===== config.mk =====
export PLATFORM = sky130hd
export DESIGN_NAME = float_addsub_arbiter_flat
export DESIGN_NICKNAME = d
export VERILOG_FILES = /design/src/rtl/float_addsub_arbiter_if.sv /design/src/rtl/float_addsub_arbiter.sv /design/src/flat_wrapper.sv
export SDC_FILE = /design/constraint.sdc
export NUM_CORES = 1
export LEC_CHECK = 0
export CELL_PAD_IN_SITES_DETAIL_PLACEMENT = 1
export CELL_PAD_IN_SITES_GLOBAL_PLACEMENT = 1
export CORE_MARGIN = 5
export CORE_UTILIZATION = 27
export CTS_CLUSTER_DIAMETER = 60
export DETAILED_ROUTE_END_ITERATION = 10
export GPL_ROUTABILITY_DRIVEN = 0
export PLACE_DENSITY_LB_ADDON = 0.3
export SETUP_SLACK_MARGIN = 0.1
export SYNTH_ARGS = -nofsm -noshare
export SYNTH_HDL_FRONTEND = slang
export SYNTH_SLANG_ARGS = --single-unit
export TNS_END_PERCENT = 20

===== constraint.sdc =====
create_clock -name clk -period 2.25 [get_ports clk]
set_input_delay 0.5625 -clock clk [delete_from_list [all_inputs] [get_ports clk]]
set_output_delay 0.5625 -clock clk [all_outputs]
set_load 0.02 [all_outputs]

===== src/rtl/float_addsub_arbiter_if.sv =====
// rtl/float_addsub_arbiter_if.sv - requester, response and float-unit signal bundle
interface float_addsub_arbiter_if #(
    parameter int BITS = 32,
    parameter int NREQ = 4
);
    logic [NREQ-1:0]      req_valid;
    logic [NREQ-1:0]      req_ready;
    logic [NREQ*BITS-1:0] req_a;
    logic [NREQ*BITS-1:0] req_b;
    logic [NREQ-1:0]      req_op;
    logic [NREQ-1:0]      resp_valid;
    logic [NREQ-1:0]      resp_ready;
    logic [BITS-1:0]      resp_data;
    logic                 resp_err;
    logic                 fu_start;
    logic [BITS-1:0]      fu_a;
    logic [BITS-1:0]      fu_b;
    logic                 fu_done;
    logic [BITS-1:0]      fu_c;

    modport master (
        output req_valid, req_a, req_b, req_op, resp_ready, fu_done, fu_c,
        input  req_ready, resp_valid, resp_data, resp_err, fu_start, fu_a, fu_b
    );

    modport slave (
        input  req_valid, req_a, req_b, req_op, resp_ready, fu_done, fu_c,
        output req_ready, resp_valid, resp_data, resp_err, fu_start, fu_a, fu_b
    );
endinterface


===== src/rtl/float_addsub_arbiter.sv =====
// rtl/float_addsub_arbiter.sv - round-robin arbiter sharing one float add unit among NREQ requesters
module float_addsub_arbiter #(
    parameter int BITS      = 32,
    parameter int EXP_WIDTH = 8,
    parameter int NREQ      = 4,
    parameter int TIMEOUT   = 64
) (
    input  logic                  clk,
    input  logic                  rst_n,
    float_addsub_arbiter_if.slave bus
);
    localparam int TW        = $clog2(NREQ);
    localparam int CW        = $clog2(TIMEOUT) + 1;
    localparam int MAN_WIDTH = BITS - 1 - EXP_WIDTH;
    localparam int SIGN_BIT  = EXP_WIDTH + MAN_WIDTH;

    typedef enum logic [2:0] {IDLE, GRANT, ISSUE, WAIT, RESP} state_t;

    state_t          state_q, state_d;
    logic [TW-1:0]   last_q, last_d;
    logic [TW-1:0]   tag_q, tag_d;
    logic [NREQ-1:0] req_ready_q, req_ready_d;
    logic [NREQ-1:0] resp_valid_q, resp_valid_d;
    logic [BITS-1:0] resp_data_q, resp_data_d;
    logic            resp_err_q, resp_err_d;
    logic            fu_start_q, fu_start_d;
    logic [BITS-1:0] fu_a_q, fu_a_d;
    logic [BITS-1:0] fu_b_q, fu_b_d;
    logic [CW-1:0]   cnt_q, cnt_d;

    logic [TW-1:0]   winner;
    logic [TW-1:0]   idx;
    logic            found;

    // Round-robin search starting just after the previous winner
    always_comb begin
        winner = last_q;
        idx    = last_q;
        found  = 1'b0;
        for (int i = 1; i <= NREQ; i++) begin
            idx = TW'((int'(last_q) + i) % NREQ);
            if (!found && bus.req_valid[idx]) begin
                found  = 1'b1;
                winner = idx;
            end
        end
    end

    always_comb begin
        state_d      = state_q;
        last_d       = last_q;
        tag_d        = tag_q;
        req_ready_d  = '0;
        resp_valid_d = resp_valid_q;
        resp_data_d  = resp_data_q;
        resp_err_d   = resp_err_q;
        fu_start_d   = 1'b0;
        fu_a_d       = fu_a_q;
        fu_b_d       = fu_b_q;
        cnt_d        = cnt_q;
        case (state_q)
            IDLE: begin
                if (found) begin
                    state_d     = GRANT;
                    tag_d       = winner;
                    last_d      = winner;
                    req_ready_d = NREQ'(1) << winner;
                end
            end
            GRANT: begin
                // Subtract is add with the sign of b flipped
                fu_a_d     = bus.req_a[int'(tag_q)*BITS +: BITS];
                fu_b_d     = bus.req_b[int'(tag_q)*BITS +: BITS]
                             ^ (BITS'(bus.req_op[tag_q]) << SIGN_BIT);
                fu_start_d = 1'b1;
                state_d    = ISSUE;
            end
            ISSUE: begin
                cnt_d   = '0;
                state_d = WAIT;
            end
            WAIT: begin
                cnt_d = cnt_q + 1'b1;
                if (bus.fu_done) begin
                    resp_data_d  = bus.fu_c;
                    resp_err_d   = 1'b0;
                    resp_valid_d = NREQ'(1) << tag_q;
                    state_d      = RESP;
                end else if (cnt_q == CW'(TIMEOUT - 1)) begin
                    resp_data_d  = '0;
                    resp_err_d   = 1'b1;
                    resp_valid_d = NREQ'(1) << tag_q;
                    state_d      = RESP;
                end
            end
            RESP: begin
                if (bus.resp_ready[tag_q]) begin
                    resp_valid_d = '0;
                    state_d      = IDLE;
                end
            end
            default: state_d = IDLE;
        endcase
    end

    always_ff @(posedge clk or negedge rst_n) begin
        if (!rst_n) begin
            state_q      <= IDLE;
            last_q       <= TW'(NREQ - 1);
            tag_q        <= '0;
            req_ready_q  <= '0;
            resp_valid_q <= '0;
            resp_data_q  <= '0;
            resp_err_q   <= 1'b0;
            fu_start_q   <= 1'b0;
            fu_a_q       <= '0;
            fu_b_q       <= '0;
            cnt_q        <= '0;
        end else begin
            state_q      <= state_d;
            last_q       <= last_d;
            tag_q        <= tag_d;
            req_ready_q  <= req_ready_d;
            resp_valid_q <= resp_valid_d;
            resp_data_q  <= resp_data_d;
            resp_err_q   <= resp_err_d;
            fu_start_q   <= fu_start_d;
            fu_a_q       <= fu_a_d;
            fu_b_q       <= fu_b_d;
            cnt_q        <= cnt_d;
        end
    end

    assign bus.req_ready  = req_ready_q;
    assign bus.resp_valid = resp_valid_q;
    assign bus.resp_data  = resp_data_q;
    assign bus.resp_err   = resp_err_q;
    assign bus.fu_start   = fu_start_q;
    assign bus.fu_a       = fu_a_q;
    assign bus.fu_b       = fu_b_q;
endmodule


===== src/flat_wrapper.sv =====
// flat-port wrapper written by rule: the top's interface ports become plain ports
module float_addsub_arbiter_flat 
#(
    parameter int BITS      = 32,
    parameter int EXP_WIDTH = 8,
    parameter int NREQ      = 4,
    parameter int TIMEOUT   = 64
)
  (clk, rst_n, bus_req_valid, bus_req_a, bus_req_b, bus_req_op, bus_resp_ready, bus_fu_done, bus_fu_c, bus_req_ready, bus_resp_valid, bus_resp_data, bus_resp_err, bus_fu_start, bus_fu_a, bus_fu_b);
  float_addsub_arbiter_if #(.BITS(BITS), .NREQ(NREQ)) bus_i ();
  input  logic clk;
  input  logic rst_n;
  input wire logic [$bits(bus_i.req_valid)-1:0] bus_req_valid;
  input wire logic [$bits(bus_i.req_a)-1:0] bus_req_a;
  input wire logic [$bits(bus_i.req_b)-1:0] bus_req_b;
  input wire logic [$bits(bus_i.req_op)-1:0] bus_req_op;
  input wire logic [$bits(bus_i.resp_ready)-1:0] bus_resp_ready;
  input wire logic [$bits(bus_i.fu_done)-1:0] bus_fu_done;
  input wire logic [$bits(bus_i.fu_c)-1:0] bus_fu_c;
  output wire logic [$bits(bus_i.req_ready)-1:0] bus_req_ready;
  output wire logic [$bits(bus_i.resp_valid)-1:0] bus_resp_valid;
  output wire logic [$bits(bus_i.resp_data)-1:0] bus_resp_data;
  output wire logic [$bits(bus_i.resp_err)-1:0] bus_resp_err;
  output wire logic [$bits(bus_i.fu_start)-1:0] bus_fu_start;
  output wire logic [$bits(bus_i.fu_a)-1:0] bus_fu_a;
  output wire logic [$bits(bus_i.fu_b)-1:0] bus_fu_b;
  assign bus_i.req_valid = bus_req_valid;
  assign bus_i.req_a = bus_req_a;
  assign bus_i.req_b = bus_req_b;
  assign bus_i.req_op = bus_req_op;
  assign bus_i.resp_ready = bus_resp_ready;
  assign bus_i.fu_done = bus_fu_done;
  assign bus_i.fu_c = bus_fu_c;
  assign bus_req_ready = bus_i.req_ready;
  assign bus_resp_valid = bus_i.resp_valid;
  assign bus_resp_data = bus_i.resp_data;
  assign bus_resp_err = bus_i.resp_err;
  assign bus_fu_start = bus_i.fu_start;
  assign bus_fu_a = bus_i.fu_a;
  assign bus_fu_b = bus_i.fu_b;
  float_addsub_arbiter #(.BITS(BITS), .EXP_WIDTH(EXP_WIDTH), .NREQ(NREQ), .TIMEOUT(TIMEOUT)) u_core (.clk(clk), .rst_n(rst_n), .bus(bus_i));
endmodule

==> results of run 1 <==
[placed cells by master, fill, tap and decap left out, types with 3 or more instances in the layout]
cell type,synthesis,routed
clkdlybuf4s50_1,0,407
dfrtp_1,118,116
mux4_2,65,65
mux2_2,65,65
a22o_1,33,33
clkbuf_16,0,17
nand2_1,11,11
a21oi_1,10,10
buf_4,0,10
nor2_1,10,9
nor3_1,9,8
o21ai_0,7,7
diode_2,0,6
buf_12,0,6
nand2b_1,5,5
clkinvlp_4,0,5
inv_1,4,4
mux2i_1,4,4
nand3_1,4,4
o211ai_1,4,4
xnor2_1,4,4
nor3b_1,3,3
o21ai_1,3,3
[state kept, by name (all words and copies together) (netlist names)]
name,cells
u_core.last_q,2
u_core.cnt_q,7
u_core.bus.resp_valid,4
u_core.state_q,3
u_core.bus.req_ready,4
u_core.bus.resp_err,1
u_core.bus.fu_b,32
u_core.bus.fu_start,1
u_core.tag_q,2
u_core.bus.fu_a,32
u_core.bus.resp_data,32
[metrics by stage]
step | total power [mW] | area [um2] | instances | util, % | setup WS, ns
2_1_floorplan | 8.46 | 6210 | 410 | - | 0.420
3_3_place_gp | 11.9 | 10700 | 1084 | 47.1 | 0.115
3_5_place_dp | 12.1 | 10700 | 1084 | 47.1 | 0.0466
4_1_cts | 14.9 | 11200 | 1115 | 49.7 | 0.202
5_1_grt | 15.5 | 11300 | 1121 | 49.7 | 0.131
6_report | 14.7 | 11300 | 1121 | 49.7 | 0.224
[kinds of logic (layout without fill, tap and decap cells)]
logic type      after synthesis  count (layout)  synth area share [%]
other cells                   0               6                     0
compound gates               61              61                  7.48
flops                       120             120                  48.4
fa+ha+maj                     1               1                 0.202
buf+inv                      39             459                  3.14
simple gates                 51              51                  4.15
xor+xnor                      4               4                 0.564
mux                         134             134                  36.0
[power by group through the flow]
stage               sequential (mW)  clock [mW]  combinational [mW]
finish                         4.05        2.65                7.96
global placement               4.04           0                7.83
detailed placement             4.09           0                8.04
CTS                            4.08        2.71                8.09
global route                   4.21        2.82                8.43
floorplan                      4.86           0                3.60
[cell type report]
type,count,area share (%)
Timing Repair Buffer,423,37.9
Sequential cell,120,26.8
Multi-Input combinational cell,251,26.8
Clock buffer,20,3.97
Tap cell,285,3.17
Clock inverter,11,1.11
Inverter,5,0.167
Antenna cell,6,0.133
[worst reg2reg max path, stage by stage, from the launching register on]
cell and delay (ns):
dfrtp_1 0.49, inv_2 0.12, or3_1 0.51, or2_1 0.30, buf_4 0.25, a22o_1 0.23
[worst paths after layout]
path	end	from	slack [ns]	cells after the start
min reg2reg	u_core.bus.resp_data[26]$_DFFE_PN0P_	u_core.bus.resp_data[26]$_DFFE_PN0P_	0.50	1
min in group clk	u_core.bus.resp_data[26]$_DFFE_PN0P_	u_core.bus.resp_data[26]$_DFFE_PN0P_	0.50	1
max	u_core.bus.resp_data[30]$_DFFE_PN0P_	u_core.state_q[0]$_DFFE_PN0P_	0.22	5
min	u_core.state_q[1]$_DFFE_PN0P_	rst_n	0.12	1
max reg2reg	u_core.bus.resp_data[30]$_DFFE_PN0P_	u_core.state_q[0]$_DFFE_PN0P_	0.22	5
max in group asynchronous	u_core.bus.fu_a[24]$_DFFE_PN0P_	rst_n	1.49	2
[per-layer routing]
| layer | wire length [um] | vias to the layer above |
|---|---|---|
| met4 | 348 | 2 |
| met1 | 8960 | 2770 |
| met3 | 2790 | 20 |
| met2 | 15000 | 260 |
| met5 | 10 | - |
| li1 | - | 2432 |
==> flow_summary.yaml, run 1 <==
outcome:
  status: "completed"
timing:
  hold_slack_ns: 0.121
  finalCritPeriodShare_pct: 90.1
  timing.fmax_mhz: 493
  final-setup-viol-count: 0
  setup_tns_ns: 0
  rsz0062_at_grt: "no"
  period_needed_ns: 2.03
  hold_viol: 0
  slew_headroom_pct: 67.3
  tightest_slew_ns: 0.491
  drv_slew: 0
  clock_skew_ns: 0.0119
setup_path:
  critPathMaxFanout: 32
  max_stage_delay_ns: 0.51
  cp-end-kind: "register"
  start_kind: "register"
  cp_data_required_time_ns: 2.54
  cp_slowest_cell: "or3_1"
  worstSetupPathType: "reg2reg"
  path_cells: "inv_2 -> or3_1 -> or2_1 -> buf_4 -> a22o_1"
  crit_arrival_ns: 2.31
  cpLargestDelayFamily: "simple AND/OR/NAND/NOR gates"
  path_buf_inv: 2
route:
  drcViolationCount: 0
  ant_nets: 0
  drt_iter0_drc: 269
  drtPass1Iterations: 4
  finalWirelength_mm: 27.1
  num_vias: 5484
  wire_per_inst_um: 24.2
  vias_per_cell: 4.89
run:
  cap_violations: 0
power_and_ir_drop:
  leakagePower_nw: 4.42
  peakVddDrop_mv: 0.535
  power.density_nw_per_um2: 1300
  switching_share_pct: 36.8
  power.internal_mw: 9.27
  seqPwrFrac_pct: 27.6
  clockPowerShare_pct: 18.1
  p_sw_mw: 5.39
  comb_power_share_pct: 54.3
synth:
  yosys-top-cells-count: "dfrtp_1, mux2_2, mux4_2, a22o_1, buf_2"
  synth_largest_area_cell: "dfrtp_1"
  yosysWarnings: 0
  synth_area_um2: 6210
  synth_edf_count: 0
  synth_area_leaders: "dfrtp_1, mux4_2, mux2_2"
  yosysSeqAreaShare_pct: 48.4
  synth_cell_type_count: 35
  synth_nets: 714
  synth_top_area_share_pct: 47.6
  synthFlopType: "dfrtp_1"
  synth_seq_cells: 120
  synthCells: 410
  yosysMostFrequentCell: "dfrtp_1"
  synth-async-reset-ratio_pct: 100
  syn_avg_cell_area_um2: 15.1
clock_network:
  cts_resized: 0
  clk_pin_slew_ns: 0.06
  clockBufferDepth: 2
  cts_inserted_buffers: 17
  cts_tree: "done"
  cts.sink_count: 120
  htree_levels: 4
  clock_latency_ns: 0.41
  root_buffer: "clkbuf_16"
  post_cts_buffers: 0
  hold_buffers: 0
global_route:
  grtUsageMet2_pct: 37.8
  grt_pass1_vias: 6532
  track_usage_pct: 20.3
  grt_max_degree: 60
  grt_pass1_wl_mm: 40.0
  grt_overflow_total: 0
  grt_util_met1_pct: 20.4
  antenna_found_initial: 7
  grt-busiest-layer: "met2"
  gr-usage-met3_pct: 9.49
place:
  io_buffers: 408
  hpwl_mm: 22.0
final_layout:
  multi_input_area_um2: 3010
  nFillCells: 2256
  syn_to_final_growth_pct: 81.4
  ff_latch_area_um2: 3010
  finalNetCount: 1122
  drive_gt1_share_pct: 22.0
floorplan:
  io_pins: 409
  dieArea_um2: 26100
  die_x_um: 162
  core-area_um2: 22600
  start_util_pct: 27.4
  rows: 55
  die_h_um: 162
min_path:
  hp-class: "in2async"
No activity file was read; power rests on OpenSTA's default activity.
==> inputs of run 2 (changes only) <==
- TNS_END_PERCENT: 20 -> default
==> results of run 2 <==
Same layout as run 1: the final DEF is identical, and so are final timing and power.
